File: config.mk
export PLATFORM = sky130hd
export DESIGN_NAME = midi_msg_rx
export DESIGN_NICKNAME = d
export VERILOG_FILES = /design/src/rtl/midi_msg_rx.sv
export SDC_FILE = /design/constraint.sdc
export NUM_CORES = 1
export LEC_CHECK = 0
export CORE_MARGIN = 10
export CORE_UTILIZATION = 50
export CTS_CLUSTER_DIAMETER = 120
export DETAILED_ROUTE_END_ITERATION = 8
export PLACE_DENSITY = 0.75
export SYNTH_ARGS = -nofsm -noshare
export SYNTH_HDL_FRONTEND = slang
export SYNTH_SLANG_ARGS = --single-unit
File: constraint.sdc
create_clock -name CLK -period 4.5 [get_ports CLK]
set_input_delay 0.9 -clock CLK [delete_from_list [all_inputs] [get_ports CLK]]
set_output_delay 0.9 -clock CLK [all_outputs]
set_load 0.005 [all_outputs]
File: src/rtl/midi_msg_rx.sv
// MIDI serial receiver (8N1) with channel-voice message assembly and running status.
// Optional NOTE_ON_VEL0_TO_OFF_EN: emit note-on with velocity 0 as note-off, velocity 0x40.
module midi_msg_rx #(
  parameter int unsigned CLK_HZ = 50_000_000,
  parameter int unsigned BAUD   = 31250
) (
  input  logic        CLK,
  input  logic        RST,
  input  logic        MIDI_IN,
  output logic [23:0] MIDI_MSG,
  output logic        MIDI_MSG_RDY,
  output logic        FRAME_ERR
);

  localparam int unsigned Div  = CLK_HZ / BAUD;
  localparam int unsigned Half = Div / 2;
  localparam int unsigned CntW = (Div > 2) ? $clog2(Div) : 1;

  typedef enum logic [1:0] {StIdle, StStart, StData, StStop} state_e;

  state_e          state_q, state_d;
  logic [1:0]      sync_q;
  logic            prev_q;
  logic [CntW-1:0] cnt_q, cnt_d;
  logic [2:0]      bit_q, bit_d;
  logic [7:0]      shift_q, shift_d;
  logic            byte_ok, ferr_d;

  logic [7:0]      rs_q, rs_d;
  logic            dc_q, dc_d;
  logic [7:0]      d1_q, d1_d;
  logic [23:0]     msg_q, msg_d;
  logic            rdy_q, rdy_d;
  logic            ferr_q;
  logic [23:0]     emit_msg;
  logic            emit;
  logic            rx;

  assign rx = sync_q[1];

  // Synchroniser and edge history reset low so a line already high at release
  // cannot look like a falling edge; only a real high-to-low transition starts a byte.
  always_ff @(posedge CLK or posedge RST) begin
    if (RST) begin
      sync_q  <= 2'b00;
      prev_q  <= 1'b0;
      state_q <= StIdle;
      cnt_q   <= '0;
      bit_q   <= 3'd0;
      shift_q <= 8'h00;
      rs_q    <= 8'h00;
      dc_q    <= 1'b0;
      d1_q    <= 8'h00;
      msg_q   <= 24'h0;
      rdy_q   <= 1'b0;
      ferr_q  <= 1'b0;
    end else begin
      sync_q  <= {sync_q[0], MIDI_IN};
      prev_q  <= rx;
      state_q <= state_d;
      cnt_q   <= cnt_d;
      bit_q   <= bit_d;
      shift_q <= shift_d;
      rs_q    <= rs_d;
      dc_q    <= dc_d;
      d1_q    <= d1_d;
      msg_q   <= msg_d;
      rdy_q   <= rdy_d;
      ferr_q  <= ferr_d;
    end
  end

  always_comb begin
    state_d = state_q;
    cnt_d   = cnt_q;
    bit_d   = bit_q;
    shift_d = shift_q;
    byte_ok = 1'b0;
    ferr_d  = 1'b0;
    unique case (state_q)
      StIdle: begin
        cnt_d = '0;
        bit_d = 3'd0;
        if (prev_q && !rx) state_d = StStart;
      end
      StStart: begin
        if (cnt_q == CntW'(Half - 1)) begin
          cnt_d   = '0;
          state_d = rx ? StIdle : StData;
        end else begin
          cnt_d = cnt_q + CntW'(1);
        end
      end
      StData: begin
        if (cnt_q == CntW'(Div - 1)) begin
          cnt_d   = '0;
          shift_d = {rx, shift_q[7:1]};
          bit_d   = bit_q + 3'd1;
          if (bit_q == 3'd7) state_d = StStop;
        end else begin
          cnt_d = cnt_q + CntW'(1);
        end
      end
      StStop: begin
        if (cnt_q == CntW'(Div - 1)) begin
          cnt_d   = '0;
          state_d = StIdle;
          byte_ok = rx;
          ferr_d  = !rx;
        end else begin
          cnt_d = cnt_q + CntW'(1);
        end
      end
      default: state_d = StIdle;
    endcase
  end

  always_comb begin
    rs_d     = rs_q;
    dc_d     = dc_q;
    d1_d     = d1_q;
    emit     = 1'b0;
    emit_msg = 24'h0;
    if (byte_ok) begin
      if (shift_q[7:3] == 5'b11111) begin
        // Realtime bytes are transparent to message assembly.
      end else if (shift_q[7:4] == 4'hF) begin
        rs_d = 8'h00;
        dc_d = 1'b0;
      end else if (shift_q[7]) begin
        rs_d = shift_q;
        dc_d = 1'b0;
      end else if (rs_q[7]) begin
        if (rs_q[7:5] == 3'b110) begin
          emit     = 1'b1;
          emit_msg = {rs_q, shift_q, 8'h00};
          dc_d     = 1'b0;
        end else if (!dc_q) begin
          d1_d = shift_q;
          dc_d = 1'b1;
        end else begin
          emit     = 1'b1;
          emit_msg = {rs_q, d1_q, shift_q};
          dc_d     = 1'b0;
        end
      end
    end
  end

  always_comb begin
    msg_d = msg_q;
    rdy_d = emit;
    if (emit) begin
`ifdef NOTE_ON_VEL0_TO_OFF_EN
      if (emit_msg[23:20] == 4'h9 && emit_msg[7:0] == 8'h00) begin
        msg_d = {4'h8, emit_msg[19:8], 8'h40};
      end else begin
        msg_d = emit_msg;
      end
`else
      msg_d = emit_msg;
`endif
    end
  end

  assign MIDI_MSG     = msg_q;
  assign MIDI_MSG_RDY = rdy_q;
  assign FRAME_ERR    = ferr_q;

endmodule

==> run metrics <==
status complete, no violations; largest net degree at the start of global routing 35; #FFs+latches synth 67; Compound-Gate Fraction of Synth Area just over 6%; CP Class flip-flop to flip-flop; Die W a little under 100 um; total track usage between 10% and 20%; share of power burned in registers between 50% and 60%; final antenna-violating net count 0; CTS resizes 0; crit path DAT just over 3 ns; post-layout net count 289; remaining global-route overflow 0; drt via density 5.35; drt drc 0; simple-gate share of the synthesized area between 10% and 20%; initial DRC count slightly below 90; reg2reg start cnt_q[0]$_DFF_PP0_; post-synthesis cell area approximately 3000 um2; clk sink count 67; setup TNS 0 ns; Yosys cell types 43; startpoint types flip-flop; port bufs 26; post-synth top area cell dfrtp_1; routability cong. a little over 0.8; r2r endpoint MIDI_MSG[6]$_DFFE_PP0P_; CP Cell Sequence ha_1, and4_1, nand3_4, nor4_4, buf_4, mux2i_1; worst r2r path cells 6; R2R Setup Slk 1.72 ns; CP Max Fanout 17; Final period util 61.8%; required time of the worst setup path about 4.8 ns; initial antenna violation count 0; HP Start sync_q[0]$_DFF_PP0_; Hold Path Depth 0; register area share after synthesis between 50% and 60%; Internal 0.983 mW; slowest stage delay, CP approximately 1.0 ns; Post-Route Utilization approximately three fifths; Core Box Area 5920 um2; # IOs 29; total CTS buffers 9; die height a little under 100 um; Hold Path Class flip-flop to flip-flop; VDD IR max around 0.00026 V; pwr dens between 300 and 400 nW/um2; post-detail-place hpwl between 3 and 4 mm; EDFF count, synth 0; cell count after synthesis 259; largest family of logic cells by synthesized area simple AND/OR/NAND/NOR gates; Clock Path Buffers 2; Synth async-reset ratio between 90% and 100%; CTS tree built; Worst path slowest cell nor4_4; total placed cells including tap cells between 300 and 400; Final setup viols 0; Hold EP sync_q[1]$_DFF_PP0_; leakage power around 1.6 nW; Initial Util ~50%; XOR/XNOR share of the synthesized area under 10%; unrepaired setup endpoints after global routing false; top cell type's share of synthesized area ~55%; share of layout cells above drive strength 1 approximately 16%; die area between 9000 and 10000 um2; Root Buffer clkbuf_8; syn avg cell area 11.7 um2; H-Tree Depth 3; Crit. End Element flip-flop; number of synthesis warnings 0; Synth area leaders dfrtp_1 55%, mux2_2 6.7%, mux2i_1 4.3%; Post CTS Setup Buffer Count 0; final hold slack between 0.3 and 0.4 ns; area grow syn2layout 16.5%; clk_lat worst skew roughly 0.33 ns; adder-cell share of the synthesized area 1.24%; final wirelength 5.49 mm; Row Count 28; combinational fraction of design power under 10%; top cells by count, synth 67 x dfrtp_1, 25 x nand2_1, 18 x mux2_2, 15 x inv_1; skew final slightly below 0.008 ns; vias in the first global route between 1500 and 2000; dominant cell by count in the synthesized netlist dfrtp_1; Avg WL per Cell approximately 15 um; top_reg_cell synth dfrtp_1; antenna cells 0; mux share of post-synthesis cell area between 10% and 20%; switching power total 0.301 mW; Hold Vio Cnt, Final 0; Clock power frac 40.9%; Setup WS pre-CTS 1.69 ns; CTS clk-pin slew, worst paths 0.07 ns; fmax between 300 and 400 MHz; vias roughly 1900; Initial DRT Pass Iterations 4; Tmin final between 2 and 3 ns; Slew Viols, Final 0; Sw Ratio a little under a quarter; max_slew headroom between 20% and 30%; max-cap viol count 0; CTS Hold Bufs 0; worst-margin pin slew between 1 and 1.5 ns; Final Non-Filler Cells 363; first-pass GRT wire length approximately 9.6 mm; fin worst setup slack about 1.7 ns
==> how the worst max path moves through the flow <==
stage | start | depth (start not counted) | to | slack (ns)
final | cnt_q[0]$_DFF_PP0_ | 6 | MIDI_MSG[6]$_DFFE_PP0P_ | 1.72
after floorplan | RST | 1 | FRAME_ERR$_DFF_PP0_ | 1.92
after detailed placement | cnt_q[0]$_DFF_PP0_ | 6 | MIDI_MSG[6]$_DFFE_PP0P_ | 1.69
after CTS | cnt_q[0]$_DFF_PP0_ | 6 | MIDI_MSG[6]$_DFFE_PP0P_ | 1.66
after global routing | cnt_q[0]$_DFF_PP0_ | 6 | MIDI_MSG[6]$_DFFE_PP0P_ | 1.46
after global placement | cnt_q[0]$_DFF_PP0_ | 6 | MIDI_MSG[5]$_DFFE_PP0P_ | 1.78
==> cell families after synthesis <==
group	after synthesis
AO/OA/AOI/OAI	25
XOR/XNOR	9
adder cells (fa/ha/maj)	3
buffers and inverters	31
flip-flops	67
multiplexers	38
other	1
AND/OR/NAND/NOR	85
==> final cells by class <==
| class | instances | area [um2] |
|---|---|---|
| repair buffers | 28 | 275 |
| fillers | 495 | 2380 |
| inverters | 15 | 56.3 |
| clock buffers | 11 | 131 |
| flip-flops and latches | 67 | 1680 |
| clock inverters | 5 | 77.6 |
| multi-input cells | 162 | 1230 |
| well taps | 75 | 93.8 |
==> flip-flops by register name, summed over array words and instances (netlist names), named ones only <==
register and cells:
cnt_q 11, state_q 1, FRAME_ERR 1, bit_q 3, dc_q 1, rs_q 8
MIDI_MSG_RDY 1, MIDI_MSG 22, prev_q 1, sync_q 2, shift_q 8, d1_q 7
==> per-layer routing <==
layer | up-vias | wire length [um] | GRT usage [%]
met3 | 7 | 374 | 5.92
li1 | 939 | - | -
met2 | 55 | 2620 | 18.7
met1 | 941 | 2440 | 14.4
met5 | - | 0 | 0
met4 | 0 | 49 | 4.14
==> power by group through the flow <==
stage	Combinational, mW	Clock [mW]	Sequential, mW
2_1_floorplan	0.0804	0	0.671
3_3_place_gp	0.0785	0	0.686
3_5_place_dp	0.0808	0	0.688
4_1_cts	0.0832	0.541	0.676
5_1_grt	0.0939	0.572	0.684
6_report	0.0812	0.525	0.678
==> cells in the final DEF, fill, tap and decap left out, types with 3 or more instances in the layout <==
| cell | netlist | final |
|---|---|---|
| nand3_1 | 12 | 12 |
| nand2_1 | 25 | 25 |
| mux2_4 | 7 | 7 |
| xor2_1 | 7 | 7 |
| ha_1 | 3 | 3 |
| a22o_1 | 6 | 6 |
| nand4_1 | 7 | 7 |
| dfrtp_1 | 67 | 67 |
| clkdlybuf4s50_1 | 0 | 26 |
| a21boi_0 | 7 | 7 |
| and3_1 | 5 | 5 |
| mux2_2 | 18 | 18 |
| clkbuf_8 | 0 | 9 |
| nand3b_1 | 3 | 3 |
| mux2i_1 | 13 | 13 |
| nor2_1 | 13 | 13 |
| nor2b_1 | 5 | 5 |
| inv_1 | 15 | 14 |
==> metrics by stage <==
stage	power (mW)	area (um2)
floorplan	0.751	3040
global placement	0.765	3330
detailed placement	0.769	3330
CTS	1.30	3540
global route	1.35	3540
finish	1.28	3540
==> worst max-delay path, delay by kind of cell, from the launching register on <==
family | cells | cell delay (ns)
simple gates | 3 | 1.57
flops | 1 | 0.38
buf+inv | 1 | 0.32
fa+ha+maj | 1 | 0.21
mux | 1 | 0.21
Power figures use the tool's default switching activity.
